`src/rtl/stack_arbiter.sv`:
```
// Two-requester LIFO stack with round-robin arbitration, combinational grants and registered pop data.
// Optional sticky error flag for ineligible requests is enabled by defining STACK_ERR_EN.
module stack_arbiter #(
    parameter int unsigned DEPTH = 8,
    parameter int unsigned WIDTH = 4
) (
    input  logic                     clk,
    input  logic                     reset,
    input  logic                     req0,
    input  logic                     req1,
    input  logic                     op0,
    input  logic                     op1,
    input  logic [WIDTH-1:0]         din0,
    input  logic [WIDTH-1:0]         din1,
    output logic                     gnt0,
    output logic                     gnt1,
    output logic [WIDTH-1:0]         dout,
    output logic                     dout_vld,
    output logic                     dout_id,
    output logic [$clog2(DEPTH):0]   count,
    output logic                     full,
    output logic                     empty
`ifdef STACK_ERR_EN
    ,
    output logic                     err
`endif
);

    localparam int unsigned AW = $clog2(DEPTH);
    localparam int unsigned CW = AW + 1;

    logic [WIDTH-1:0] mem [DEPTH];
    logic             last_gnt;
    logic             elig0;
    logic             elig1;
    logic             gnt_any;
    logic             gnt_op;
    logic [WIDTH-1:0] gnt_din;
    logic             do_push;
    logic             do_pop;
    logic [CW-1:0]    count_nxt;
    logic [AW-1:0]    wr_idx;
    logic [AW-1:0]    top_idx;

    // Eligibility and round-robin grant; last_gnt=1 means requester 0 is favoured
    always_comb begin
        elig0     = req0 & (op0 ? ~full : ~empty);
        elig1     = req1 & (op1 ? ~full : ~empty);
        gnt0      = ~reset & elig0 & (~elig1 | last_gnt);
        gnt1      = ~reset & elig1 & (~elig0 | ~last_gnt);
        gnt_any   = gnt0 | gnt1;
        gnt_op    = gnt1 ? op1 : op0;
        gnt_din   = gnt1 ? din1 : din0;
        do_push   = gnt_any & gnt_op;
        do_pop    = gnt_any & ~gnt_op;
        wr_idx    = AW'(count);
        top_idx   = AW'(count - CW'(1));
        count_nxt = count;
        if (do_push) begin
            count_nxt = CW'(count + CW'(1));
        end else if (do_pop) begin
            count_nxt = CW'(count - CW'(1));
        end
    end

    always_ff @(posedge clk or posedge reset) begin
        if (reset) begin
            count    <= '0;
            full     <= 1'b0;
            empty    <= 1'b1;
            dout     <= '0;
            dout_vld <= 1'b0;
            dout_id  <= 1'b0;
            last_gnt <= 1'b1;
        end else begin
            count    <= count_nxt;
            full     <= (count_nxt == CW'(DEPTH));
            empty    <= (count_nxt == '0);
            dout_vld <= do_pop;
            if (do_pop) begin
                dout    <= mem[top_idx];
                dout_id <= gnt1;
            end
            if (gnt_any) begin
                last_gnt <= gnt1;
            end
        end
    end

    // Storage is not reset; occupancy alone defines valid entries
    always_ff @(posedge clk) begin
        if (do_push) begin
            mem[wr_idx] <= gnt_din;
        end
    end

`ifdef STACK_ERR_EN
    always_ff @(posedge clk or posedge reset) begin
        if (reset) begin
            err <= 1'b0;
        end else if ((req0 & ~elig0) | (req1 & ~elig1)) begin
            err <= 1'b1;
        end
    end
`endif

endmodule

```
`config.mk`:
```
export PLATFORM = sky130hd
export DESIGN_NAME = stack_arbiter
export DESIGN_NICKNAME = d
export VERILOG_FILES = /design/src/rtl/stack_arbiter.sv
export SDC_FILE = /design/constraint.sdc
export NUM_CORES = 1
export LEC_CHECK = 0
export BUFFER_PORTS_ARGS = -buffer_cell sky130_fd_sc_hd__buf_2
export CAP_MARGIN = 10
export CORE_AREA = 5 5 89 91
export DETAILED_ROUTE_END_ITERATION = 7
export DIE_AREA = 0 0 94 96
export PLACE_DENSITY = 0.48
export SLEW_MARGIN = 5
export SYNTH_ARGS = -nofsm -noshare
export SYNTH_HDL_FRONTEND = slang
export SYNTH_SLANG_ARGS = --single-unit
```
`constraint.sdc`:
```
create_clock -name clk -period 3.04 [get_ports clk]
set_clock_uncertainty 0.2 [all_clocks]
set_input_delay 0.304 -clock clk [delete_from_list [all_inputs] [get_ports clk]]
set_output_delay 0.304 -clock clk [all_outputs]
set_load 0.005 [all_outputs]
```
==> run summary <==
The run finished with clean final reports. The largest individual stage delay along the critical path comes from the cell sky130_fd_sc_hd__dlygate4sd3_1. The logs give 1327 for the via count of the first global-routing pass and 2310 um^2 for the post-place instance area. The count of buffers added on input and output ports is 27.

The number of fill cells was 713. TritonCTS built the clock tree. In the finished design, the share of the clock period the worst path needs comes to 88.6%.

For this run, design rule violations remaining after detail routing come to 0. The worst pin sits at a relative slew slack of 55.8%. Across every metal layer, demand over resource in global routing totals 10.5%.

After synthesis, the cell types taking the most area are sky130_fd_sc_hd__edfxtp_1 47%, sky130_fd_sc_hd__dfrtp_1 13%, sky130_fd_sc_hd__mux4_2 8.8%. The clock latency on the worst-skew pair came out at 0.30 ns. Summing every instance area after synthesis gives 2060 um^2.

The worst setup path is of the in2reg kind. The number of nets handed over by synthesis was 163. After clock tree synthesis, the clock-pin slew on the worst setup and hold paths is 0.08 ns.

The power density of the placed cells works out to 873 nW/um^2. Averaged over all synthesized cells, the footprint is 14.0 um^2. After detailed routing, the total wire length is 4420 um. Number of enable flip-flop cells after synthesis: 32. IR analysis of the VDD net gives a maximum drop of 268 uV. For the largest buffer count on any clock path, the log shows 2. Traced cell by cell, the critical path runs through dlygate4sd3_1, buf_2, or4b_1, a21o_1, nand2_1, o2bb2ai_1, xnor2_1, inv_1, a211oi_1. At the end of the flow the core is filled with cells to 34.5%.

Derived from the worst setup path, the maximum achievable clock frequency is 371 MHz. At the pin with the least slew margin, the transition time is 0.659 ns. Adding up every negative setup slack in the final design gives 0 ns. In this run, CTS created clock tree buffers numbering 5. The tools report the number of clock sinks as 45. The tool flagged a number of max-cap violations equal to 0. Relative to the synthesized area, the layout overhead comes to 18.4%.

The congestion estimate from routability-driven global placement came to 0.807. The logs give 9020 um^2 for the full die area and 147 for the instance count of the mapped netlist. The synthesized design devotes to its leading area cell type 46.7% of total area.

The area used by sequential logic in the layout is 1290 um^2, and the buffers inserted during post-CTS setup optimization is 0. The total iterations of the first detailed-routing run was 4; the post-layout minimum cycle time was 2.69 ns. At the worst endpoint, the required time is 3.05 ns.

The run gives 16 as the pin count of the biggest net entering global routing. The tools report the count of final setup violators as 0. STA classifies the critical path endpoint as a register. In this run, the number of DRC markers left after iteration 0 of detailed routing was 55. Setup repair after global routing left no endpoint under its margin. The routed layout has 1278 vias. sky130_fd_sc_hd__edfxtp_1 takes more of the synthesized area than any other cell. Detailed placer's ending HPWL: 3400 um. The final hold violation count is 0.

The average wire per standard cell was 15.8 um; the maximum cell stage delay along the critical path was 0.53 ns. The net total in the final layout was 196; the peak fanout along the critical path was 11. The count of nets left with antenna violations after detail routing is 0, and the global-route congestion overflow total is 0. The commonest register cell after synthesis was sky130_fd_sc_hd__edfxtp_1. The number of antenna diodes in the final layout is 0. After synthesis, the share of flip-flops with an asynchronous set or reset is 28.9%. The tools report the number of warnings reported in the yosys synthesis log as 0.

The multi-input combinational cells in the finished layout cover a total of 726 um^2. Counting flops and latches in the post-synthesis netlist gives 45. The post-CTS resize count was 0. For the number of distinct library cells after synthesis, the log shows 37. The first global-routing pass estimated 6970 um of wire. After floorplanning, the core was sized to cover 7060 um^2. The average via count per standard cell came out at 4.56. 28 I/O pins were placed. The number of antenna violations at the first check in global routing is 0, and the H-tree depth reported by CTS is 2. The leakage power is 0.933 nW.

For the worst setup path, the data arrival time is 2.70 ns. The min-delay analysis places its worst path in the category in2reg. Root cell of the clock tree: sky130_fd_sc_hd__clkbuf_8. The count of hold buffers inserted by post-cts repair is 1, and the count of pins over their slew limit is 0. Count of buffering cells on the critical path with inverters included: 3.

The kind of start point of the critical path was an input port. The number of placement rows was 31; the die height was 96 um. Among cell families on the critical path, the largest total delay comes from simple AND/OR/NAND/NOR gates. The run gives 29.2% as the starting density of the core.

With fillers left out, the area of the finished cells amounts to 2440 um^2. For the sequential area share after synthesis, the log shows 62.6%. The die is 94 um wide. Cells with a size suffix above 1 make up 30.4% of the layout.
-- stage by stage --
| stage | power, mW | hold WS, ns | instances | setup WS, ns |
|---|---|---|---|---|
| after floorplan | 1.47 | -0.00412 | 147 | 0.612 |
| after global placement | 1.70 | 0.175 | 271 | 0.547 |
| after detailed placement | 1.71 | 0.187 | 271 | 0.496 |
| after CTS | 2.16 | 0.203 | 280 | 0.350 |
| after global routing | 2.27 | 0.237 | 280 | 0.233 |
| final | 2.13 | 0.212 | 280 | 0.347 |
-- flip-flops by register name (all words and copies together) (netlist names) --
name,count
mem,32
count,4
dout,4
dout_id,1
dout_vld,1
empty,1
full,1
last_gnt,1
-- layout make-up --
| class | instances | share of cell area (%) |
|---|---|---|
| clock buffer | 6 | 2.98 |
| timing repair buffer | 31 | 6.88 |
| clock inverter | 2 | 1.59 |
| sequential | 45 | 52.9 |
| multi-input combinational | 92 | 29.8 |
| tap | 99 | 5.08 |
| inverter | 5 | 0.770 |
-- worst min-delay path: stages --
cell and delay, ns:
sky130_fd_sc_hd__buf_2 0.11, sky130_fd_sc_hd__and2_1 0.20, sky130_fd_sc_hd__a31oi_1 0.10
-- Yosys cell counts, types with 2 or more instances --
master and n:
sky130_fd_sc_hd__a211o_1 2, sky130_fd_sc_hd__a211oi_1 2, sky130_fd_sc_hd__a21oi_1 9, sky130_fd_sc_hd__buf_2 2, sky130_fd_sc_hd__clkbuf_1 2, sky130_fd_sc_hd__dfrtp_1 11, sky130_fd_sc_hd__dfstp_2 2, sky130_fd_sc_hd__edfxtp_1 32
sky130_fd_sc_hd__ha_1 2, sky130_fd_sc_hd__inv_1 5, sky130_fd_sc_hd__mux2i_1 7, sky130_fd_sc_hd__mux4_2 8, sky130_fd_sc_hd__nand2_1 20, sky130_fd_sc_hd__nand2b_1 2, sky130_fd_sc_hd__nor2_1 12, sky130_fd_sc_hd__nor2b_1 2
sky130_fd_sc_hd__nor3_1 3, sky130_fd_sc_hd__o211ai_2 2, sky130_fd_sc_hd__xnor2_1 4
-- path summary, 6_finish.rpt --
kind,start,to,slack [ns],depth (start not counted)
min in group asynchronous,reset,dout_vld,0.41,4
worst max register to register,empty,mem[4][2],0.53,5
max in group asynchronous,reset,empty,1.99,4
worst min register to register,dout_id,dout_id,0.30,1
worst max-delay path,reset,empty,0.35,9
worst min-delay path,req0,last_gnt,0.21,3
-- metal layers --
layer	track usage (%)	routed length [um]	up-vias
met3	3.28	218	10
met5	0	0	-
met1	11.6	1820	632
met4	4.93	145	0
met2	18.3	2240	27
li1	-	-	609
-- power breakdown --
| part | leakage (nW) | internal, mW | switching, mW | total (mW) |
|---|---|---|---|---|
| sequential | 0.439 | 0.785 | 0.0871 | 0.872 |
| combinational | 0.439 | 0.383 | 0.422 | 0.805 |
| clock | 0.0554 | 0.247 | 0.203 | 0.450 |
-- cell usage in the layout (no fill, tap or decap), types with 2 or more instances in the layout --
master                     instances
sky130_fd_sc_hd__nor3_1            3
sky130_fd_sc_hd__ha_1              2
sky130_fd_sc_hd__mux2i_1           7
sky130_fd_sc_hd__nor2_1           12
sky130_fd_sc_hd__xnor2_1           4
sky130_fd_sc_hd__dfrtp_1          11
sky130_fd_sc_hd__nand2_1          20
sky130_fd_sc_hd__a211oi_1          2
sky130_fd_sc_hd__nor2b_1           2
sky130_fd_sc_hd__inv_1             5
sky130_fd_sc_hd__mux4_2            8
sky130_fd_sc_hd__dfstp_2           2
sky130_fd_sc_hd__clkbuf_8          5
sky130_fd_sc_hd__a211o_1           2
sky130_fd_sc_hd__buf_2            27
sky130_fd_sc_hd__a21oi_1           9
sky130_fd_sc_hd__buf_4             3
sky130_fd_sc_hd__nand2b_1          2
sky130_fd_sc_hd__edfxtp_1         32
sky130_fd_sc_hd__o211ai_2          2
-- cell families (layout without fill, tap and decap cells) --
kind of cell	after synthesis	after routing	share of synthesized area, %
compound gates	23	23	8.75
xor+xnor	5	5	2.13
fa+ha+maj	2	2	1.22
buf+inv	10	44	2.13
flops	45	45	62.6
mux	16	16	12.7
simple gates	46	46	10.5
No activity file was read; power rests on OpenSTA's default activity.
